**src/rtl/ram_port_b_arbiter.sv**
```systemverilog
// Shares RAM port B between the VGA display fetch path and the auxiliary (CPU/loader) side.
// Grants are combinational, RAM pins register one cycle later, read data returns RD_LATENCY after that.
module ram_port_b_arbiter #(
   parameter int ADDR_W       = 17,
   parameter int DATA_W       = 32,
   parameter int RD_LATENCY   = 2,
   parameter int STARVE_LIMIT = 8
) (
   input  logic              clk,
   input  logic              rst,
   input  logic              blank,
   input  logic              disp_req,
   input  logic [ADDR_W-1:0] disp_addr,
   output logic              disp_gnt,
   output logic [DATA_W-1:0] disp_rdata,
   output logic              disp_valid,
   output logic [15:0]       disp_miss_cnt,
   input  logic              aux_req,
   input  logic              aux_we,
   input  logic [ADDR_W-1:0] aux_addr,
   input  logic [DATA_W-1:0] aux_wdata,
   input  logic [3:0]        aux_byteena,
   output logic              aux_gnt,
   output logic [DATA_W-1:0] aux_rdata,
   output logic              aux_valid,
   output logic [ADDR_W-1:0] address_b,
   output logic [DATA_W-1:0] data_b,
   output logic [3:0]        byteena_b,
   output logic              rden_b,
   output logic              wren_b,
   input  logic [DATA_W-1:0] q_b
);

   localparam logic [1:0] OWN_IDLE   = 2'd0;
   localparam logic [1:0] OWN_DISP   = 2'd1;
   localparam logic [1:0] OWN_AUX    = 2'd2;
   localparam logic [7:0] STARVE_MAX = 8'(STARVE_LIMIT);

   logic [1:0]          owner_q, owner_d;
   logic [7:0]          starve_q, starve_d;
   logic [15:0]         miss_q, miss_d;
   logic [ADDR_W-1:0]   addr_q, addr_d;
   logic [DATA_W-1:0]   data_q, data_d;
   logic [3:0]          be_q, be_d;
   logic                rden_q, rden_d;
   logic                wren_q, wren_d;
   logic [RD_LATENCY:1] tag_vld_q, tag_vld_d;
   logic [RD_LATENCY:1] tag_aux_q, tag_aux_d;
   logic [DATA_W-1:0]   disp_hold_q, disp_hold_d;
   logic [DATA_W-1:0]   aux_hold_q, aux_hold_d;
   logic                force_aux;

   always_comb begin
      force_aux = aux_req && (starve_q == STARVE_MAX);
      owner_d   = OWN_IDLE;
      if (!rst) begin
         if (force_aux || (blank && aux_req)) owner_d = OWN_AUX;
         else if (disp_req)                   owner_d = OWN_DISP;
         else if (aux_req)                    owner_d = OWN_AUX;
      end
      disp_gnt = (owner_d == OWN_DISP);
      aux_gnt  = (owner_d == OWN_AUX);

      addr_d = addr_q;
      data_d = data_q;
      be_d   = be_q;
      rden_d = 1'b0;
      wren_d = 1'b0;
      case (owner_d)
         OWN_DISP: begin
            addr_d = disp_addr;
            be_d   = 4'b1111;
            rden_d = 1'b1;
         end
         OWN_AUX: begin
            addr_d = aux_addr;
            if (aux_we) begin
               data_d = aux_wdata;
               be_d   = aux_byteena;
               wren_d = 1'b1;
            end else begin
               be_d   = 4'b1111;
               rden_d = 1'b1;
            end
         end
         default: ;
      endcase

      starve_d = 8'd0;
      if (aux_req && !aux_gnt)
         starve_d = (starve_q == STARVE_MAX) ? starve_q : starve_q + 8'd1;
      miss_d = miss_q;
      if (disp_req && !disp_gnt && (miss_q != 16'hFFFF))
         miss_d = miss_q + 16'd1;

      // Stage 0 of the tag pipe is {rden_q, owner_q}; the stages below carry it to q_b time.
      tag_vld_d    = tag_vld_q;
      tag_aux_d    = tag_aux_q;
      tag_vld_d[1] = rden_q;
      tag_aux_d[1] = (owner_q == OWN_AUX);
      for (int k = 2; k <= RD_LATENCY; k++) begin
         tag_vld_d[k] = tag_vld_q[k-1];
         tag_aux_d[k] = tag_aux_q[k-1];
      end

      disp_valid  = !rst && tag_vld_q[RD_LATENCY] && !tag_aux_q[RD_LATENCY];
      aux_valid   = !rst && tag_vld_q[RD_LATENCY] &&  tag_aux_q[RD_LATENCY];
      disp_hold_d = disp_valid ? q_b : disp_hold_q;
      aux_hold_d  = aux_valid  ? q_b : aux_hold_q;
      disp_rdata  = disp_hold_d;
      aux_rdata   = aux_hold_d;
   end

   always_ff @(posedge clk) begin
      if (rst) begin
         owner_q     <= OWN_IDLE;
         starve_q    <= 8'd0;
         miss_q      <= 16'd0;
         addr_q      <= '0;
         data_q      <= '0;
         be_q        <= 4'b0000;
         rden_q      <= 1'b0;
         wren_q      <= 1'b0;
         tag_vld_q   <= '0;
         tag_aux_q   <= '0;
         disp_hold_q <= '0;
         aux_hold_q  <= '0;
      end else begin
         owner_q     <= owner_d;
         starve_q    <= starve_d;
         miss_q      <= miss_d;
         addr_q      <= addr_d;
         data_q      <= data_d;
         be_q        <= be_d;
         rden_q      <= rden_d;
         wren_q      <= wren_d;
         tag_vld_q   <= tag_vld_d;
         tag_aux_q   <= tag_aux_d;
         disp_hold_q <= disp_hold_d;
         aux_hold_q  <= aux_hold_d;
      end
   end

   assign disp_miss_cnt = miss_q;
   assign address_b     = addr_q;
   assign data_b        = data_q;
   assign byteena_b     = be_q;
   assign rden_b        = rden_q;
   assign wren_b        = wren_q;

endmodule

```
**config.mk**
```make
export PLATFORM = sky130hd
export DESIGN_NAME = ram_port_b_arbiter
export DESIGN_NICKNAME = d
export VERILOG_FILES = /design/src/rtl/ram_port_b_arbiter.sv
export SDC_FILE = /design/constraint.sdc
export NUM_CORES = 1
export LEC_CHECK = 0
export ABC_CLOCK_PERIOD_IN_PS = 3100
export BUFFER_PORTS_ARGS = -buffer_cell sky130_fd_sc_hd__buf_2
export CORE_MARGIN = 2
export CORE_UTILIZATION = 30
export DETAILED_ROUTE_END_ITERATION = 10
export GPL_TIMING_DRIVEN = 0
export HOLD_SLACK_MARGIN = 0.15
export SLEW_MARGIN = 20
export SYNTH_ARGS = -nofsm -noshare
export SYNTH_HDL_FRONTEND = slang
export SYNTH_SLANG_ARGS = --single-unit
export TNS_END_PERCENT = 30
```
**constraint.sdc**
```tcl
create_clock -name clk -period 3.1 [get_ports clk]
set_input_delay 0.62 -clock clk [delete_from_list [all_inputs] [get_ports clk]]
set_output_delay 0.62 -clock clk [all_outputs]
set_load 0.02 [all_outputs]
```
## Yosys cells after proc, flatten, opt, wreduce, memory -nomap -nowiden

Index checks and enable logic that the tools add are counted.

| word-level totals | value |
|---|---|
| word-level logic and storage cells | 50 |
| bits in registers | 149 |

| operators by class | value |
|---|---|
| reduce and logical (&&, ||, !) cells | 17 |
| add/subtract/negate cells | 2 |
| bitwise gates (word level) | 2 |
| muxes and demuxes | 12 |
| equality and inequality tests | 5 |

Operators with widths:

| cell | number |
|---|---|
| $mux 32 | 2 |
| $pmux 17 s2 | 1 |
| $add 16x1->16 const B | 1 |
| $ne 16x16->1 const B | 1 |
| $add 8x1->8 const B | 1 |
| $eq 8x4->1 const B | 1 |
| $logic_and 1x1->1 | 8 |
| $mux 2 | 4 |
| $pmux 4 s2 | 1 |
| $eq 2x2->1 const B | 2 |
| $logic_not 1->1 | 4 |
| $mux 4 | 1 |
| $reduce_or 2->1 | 2 |
| $eq 2x1->1 const B | 1 |
| $mux 1 | 2 |
| $not 1->1 | 2 |
| $pmux 1 s2 | 1 |
| $reduce_and 2->1 | 1 |
| $reduce_bool 2->1 | 1 |
| $logic_or 1x1->1 | 1 |

## Depth between registers and ports, before layout

| depth | value |
|---|---|
| word-level depth | 10 |
| gate-level depth with buffers | 13 |
| mapped depth without buffers | 11 |

## Worst setup path before layout

Ideal clock, no wire load.

| path | value |
|---|---|
| kind | in2reg |
| start | in rst |
| end | reg miss_q[15] (netlist: disp_miss_cnt[15]) |
| path slack | -75 ps |
| cell stages on the path | 9 |
| buffers on the path | 3 |
| arrival time | 3055 ps |
| path through | clkbuf_1 -> clkbuf_1 -> and3b_1 -> ha_1 -> nand2b_2 -> or4_1 -> clkbuf_2 -> nor4_1 -> mux2_2 |

| on the way | value |
|---|---|
| cells in the longest elaborated chain, start to end | 5 |

Ends and longest elaborated chain:

| what | RTL line | RTL |
|---|---|---|
| start, declared | 10 | `input logic rst,` |
| $mux 2 | 56 | `if (!rst) begin` |
| named net owner_d[0] | 39 | `logic [1:0] owner_q, owner_d;` |
| $eq 2x1->1 | 61 | `disp_gnt = (owner_d == OWN_DISP);` |
| named net disp_gnt | 14 | `output logic disp_gnt,` |
| $logic_not 1->1 | 93 | `if (disp_req && !disp_gnt && (miss_q != 16'hFFFF))` |
| $logic_and 1x1->1 (2 in a row) | 93 |  |
| end signal, assigned | 131 | `miss_q <= miss_d;` |
| end, declared | 41 | `logic [15:0] miss_q, miss_d;` |

The timed path passes the listed nets, and every way through them passes these cells.
A chain may end at the register's enable or synchronous reset.

## Worst setup path in the final report

| path | value |
|---|---|
| start | in rst |
| end | out disp_rdata[2] |

| on the way | value |
|---|---|
| cells in the longest elaborated chain, start to end | 4 |

Ends and longest elaborated chain:

| what | RTL line | RTL |
|---|---|---|
| $logic_not 1->1 | 106 | `disp_valid = !rst && tag_vld_q[RD_LATENCY] && !tag_aux_q[RD_LATENCY];` |
| $logic_and 1x1->1 (2 in a row) | 106 |  |
| $mux 32 | 108 | `disp_hold_d = disp_valid ? q_b : disp_hold_q;` |
| end, declared | 15 | `output logic [DATA_W-1:0] disp_rdata,` |

Every way passes these cells.

==> impl_metrics.env <==
export IMPL_outcome="finished, final reports clean"
export IMPL_dieWidth_um=145
export IMPL_ys_types=40
export IMPL_slew_headroom_pct=57.2
export IMPL_hpwl_um=12400
export IMPL_clkTransAtPathRegs_ns=0.05
export IMPL_ys_ff_latch=149
export IMPL_period_share_pct=98.1
export IMPL_synth_area_um2=5960
export IMPL_rr_startpoint="starve_q[0]"
export IMPL_path_cells="buf_2 > nor3b_2 > clkbuf_1 > mux2_2 > buf_2"
export IMPL_cts_tree="done"
export IMPL_grt_total_usage_pct=16.0
export IMPL_rsz0062_at_grt="yes"
export IMPL_drt_total_wl_um=16600
export IMPL_gp_congestion=0.799
export IMPL_endpoint_kind="output port"
export IMPL_fin_crit_ns=3.04
export IMPL_synth_nets=741
export IMPL_coreArea_um2=19500
export IMPL_rr_endpoint="disp_miss_cnt[11]"
export IMPL_ctsHoldBuffers=0
export IMPL_clkLatencyLatePin_ns=0.41
export IMPL_antenna_left=0
export IMPL_io_buffers=246
export IMPL_synth_edf_count=0
export IMPL_drive_gt1_share_pct=40.2
export IMPL_worst_hold_path_endpoint="tag_aux_q[1]"
export IMPL_syn_to_final_growth_pct=37.6
export IMPL_cts_buffers=17
export IMPL_drc=0
export IMPL_synth_top_area_share_pct=50.1
export IMPL_start_util_pct=30.6
export IMPL_antenna_found_initial=0
export IMPL_whs_ns=0.390
export IMPL_crit_buf_inv=3
export IMPL_wl_per_cell_um=14.2
export IMPL_clockRootBuffer="clkbuf_16"
export IMPL_fp_dieH_um=145
export IMPL_peakVddDrop_uv=387
export IMPL_grt_pass1_wl_um=27200
export IMPL_synth_area_leaders="dfxtp_1 (50%), mux2_2 (12%), nor2b_1 (7.2%), a21oi_1 (5.3%), nand2_1 (4.5%)"
export IMPL_yosysWarnings=0
export IMPL_ys_seq_area_share_pct=50.1
export IMPL_max_freq_mhz=329
export IMPL_antennaDiodeCount=0
export IMPL_worstMarginPinSlew_ns=0.639
export IMPL_max_cap_violations=0
export IMPL_row_count=51
export IMPL_syn_inst=628
export IMPL_drt_iter0_drc=159
export IMPL_post_synth_top_count_cell="dfxtp_1"
export IMPL_hold_depth=1
export IMPL_hold_viol=0
export IMPL_nets=1005
export IMPL_final_core_util_pct=42.1
export IMPL_ys_top_cells_by_count="dfxtp_1 (149), nand2_1 (71), nor2b_1 (69)"
export IMPL_yosys_area_top_type="dfxtp_1"
export IMPL_die_area_um2=21000
export IMPL_cp_top_family="buffers and inverters"
export IMPL_clock_sinks=149
export IMPL_vias=5261
export IMPL_cts_htree_levels=4
export IMPL_grt_overflow=0
export IMPL_cpMostUsedCell="buf_2"
export IMPL_synth_flop_cell="dfxtp_1"
export IMPL_fillers=1963
export IMPL_synth_async_sr_flop_share_pct=0
export IMPL_critPathSlowestCell="nor3b_2"
export IMPL_rrSetupSlack_ns=0.11
export IMPL_vias_per_cell=4.50
export IMPL_grt_max_degree=20
export IMPL_grt_pass1_vias=5255
export IMPL_p_per_area_nw_per_um2=544
export IMPL_post_cts_setup_buffer_count=0
export IMPL_cp_max_fo=10
export IMPL_critPathMaxStageDelay_ns=0.55
export IMPL_finalSetupViolations=0
export IMPL_startpoint_type="input port"
export IMPL_arrival_ns=2.42
export IMPL_hp_class="register to register"
export IMPL_post_synth_cell_area_avg_um2=9.49
export IMPL_io_pins=247
export IMPL_holdCritStartpoint="owner_q[0]"
export IMPL_ff2ff_path_depth=12
export IMPL_critical_path_class="input port to output port"
export IMPL_power_leakage_nw=3.79
export IMPL_final_max_slew_viol_count=0
export IMPL_first_pass_iters=4
export IMPL_cts_buffer_depth=2
export IMPL_required_ns=2.48
export IMPL_skew_ns=0.0130
-- through the flow --
stage / setup WS, ns / setup TNS, ns / area (um2) / instances / power, mW
after floorplan: 0.0709 / 0 / 5970 / 628 / 2.21
after global placement: -0.606 / -25.16 / 7530 / 1139 / 2.37
after detailed placement: -0.629 / -25.99 / 7530 / 1139 / 2.37
after CTS: 0.00334 / 0 / 8160 / 1170 / 4.53
after global routing: -0.142 / -1.42 / 8200 / 1170 / 4.67
final: 0.0601 / 0 / 8200 / 1170 / 4.46
-- cell usage in the layout (no fill, tap or decap), types with 12 or more instances in the layout --
| cell type | count |
|---|---|
| mux2i_1 | 18 |
| clkbuf_1 | 28 |
| inv_1 | 12 |
| clkbuf_16 | 17 |
| nor2b_1 | 69 |
| buf_2 | 249 |
| nor2_1 | 51 |
| nand2_1 | 71 |
| a21oi_1 | 62 |
| mux2_2 | 66 |
| dfxtp_1 | 147 |
-- cells by family after synthesis --
logic type	Yosys count	share of synthesized area, %
fa+ha+maj	5	1.05
mux	84	15.5
compound gates	85	7.92
simple gates	247	21.1
flops	149	50.1
xor+xnor	7	1.03
buf+inv	51	3.30
-- layout make-up --
| cell class | instances | area, um2 | share of cell area, % |
|---|---|---|---|
| sequential | 149 | 2990 | 36.4 |
| timing repair buffer | 246 | 1230 | 15.0 |
| clock buffer | 19 | 433 | 5.28 |
| multi-input combinational | 428 | 2840 | 34.7 |
| clock inverter | 13 | 173 | 2.11 |
| tap | 265 | 332 | 4.04 |
| buffer | 38 | 156 | 1.91 |
| inverter | 12 | 45.0 | 0.549 |
-- registers in the layout, summed over array words and instances, names as in the netlist --
signal and count:
byteena_b 4, address_b 17, wren_b 1, disp_miss_cnt 16, starve_q 8, aux_hold_q 32
owner_q 2, rden_b 1, tag_vld_q 2, data_b 32, disp_hold_q 32, tag_aux_q 2
-- how the worst max path moves through the flow --
| stage | slack [ns] | endpoint | cells after the start | from |
|---|---|---|---|---|
| floorplan | 0.07 | disp_miss_cnt[15] | 12 | starve_q[0] |
| global placement | -0.61 | address_b[15] | 12 | rst |
| detailed placement | -0.63 | address_b[9] | 12 | rst |
| CTS | 0.003 | disp_rdata[23] | 4 | tag_vld_q[2] |
| global route | -0.14 | disp_rdata[2] | 4 | tag_vld_q[2] |
| finish | 0.06 | disp_rdata[2] | 5 | rst |
-- layer usage --
metal / up-vias / global-route usage (%) / routed length, um
met5: - / 0 / 0
met4: 0 / 4.46 / 138
met3: 8 / 6.51 / 1520
met2: 212 / 26.1 / 7610
met1: 2380 / 19.5 / 7320
li1: 2661 / - / -
-- power breakdown --
| part | switching [mW] | internal (mW) |
|---|---|---|
| sequential | 0.0234 | 1.96 |
| clock | 0.846 | 1.28 |
| combinational | 0.213 | 0.139 |
| total | 1.08 | 3.38 |
-- repair_timing --
item	in CTS	in global routing
cloned	0	0
endpoints found under the hold margin	0	0
pin swaps	0	1
gates resized for setup	6	12
setup endpoints to repair	55	25
Power figures use the tool's default switching activity.
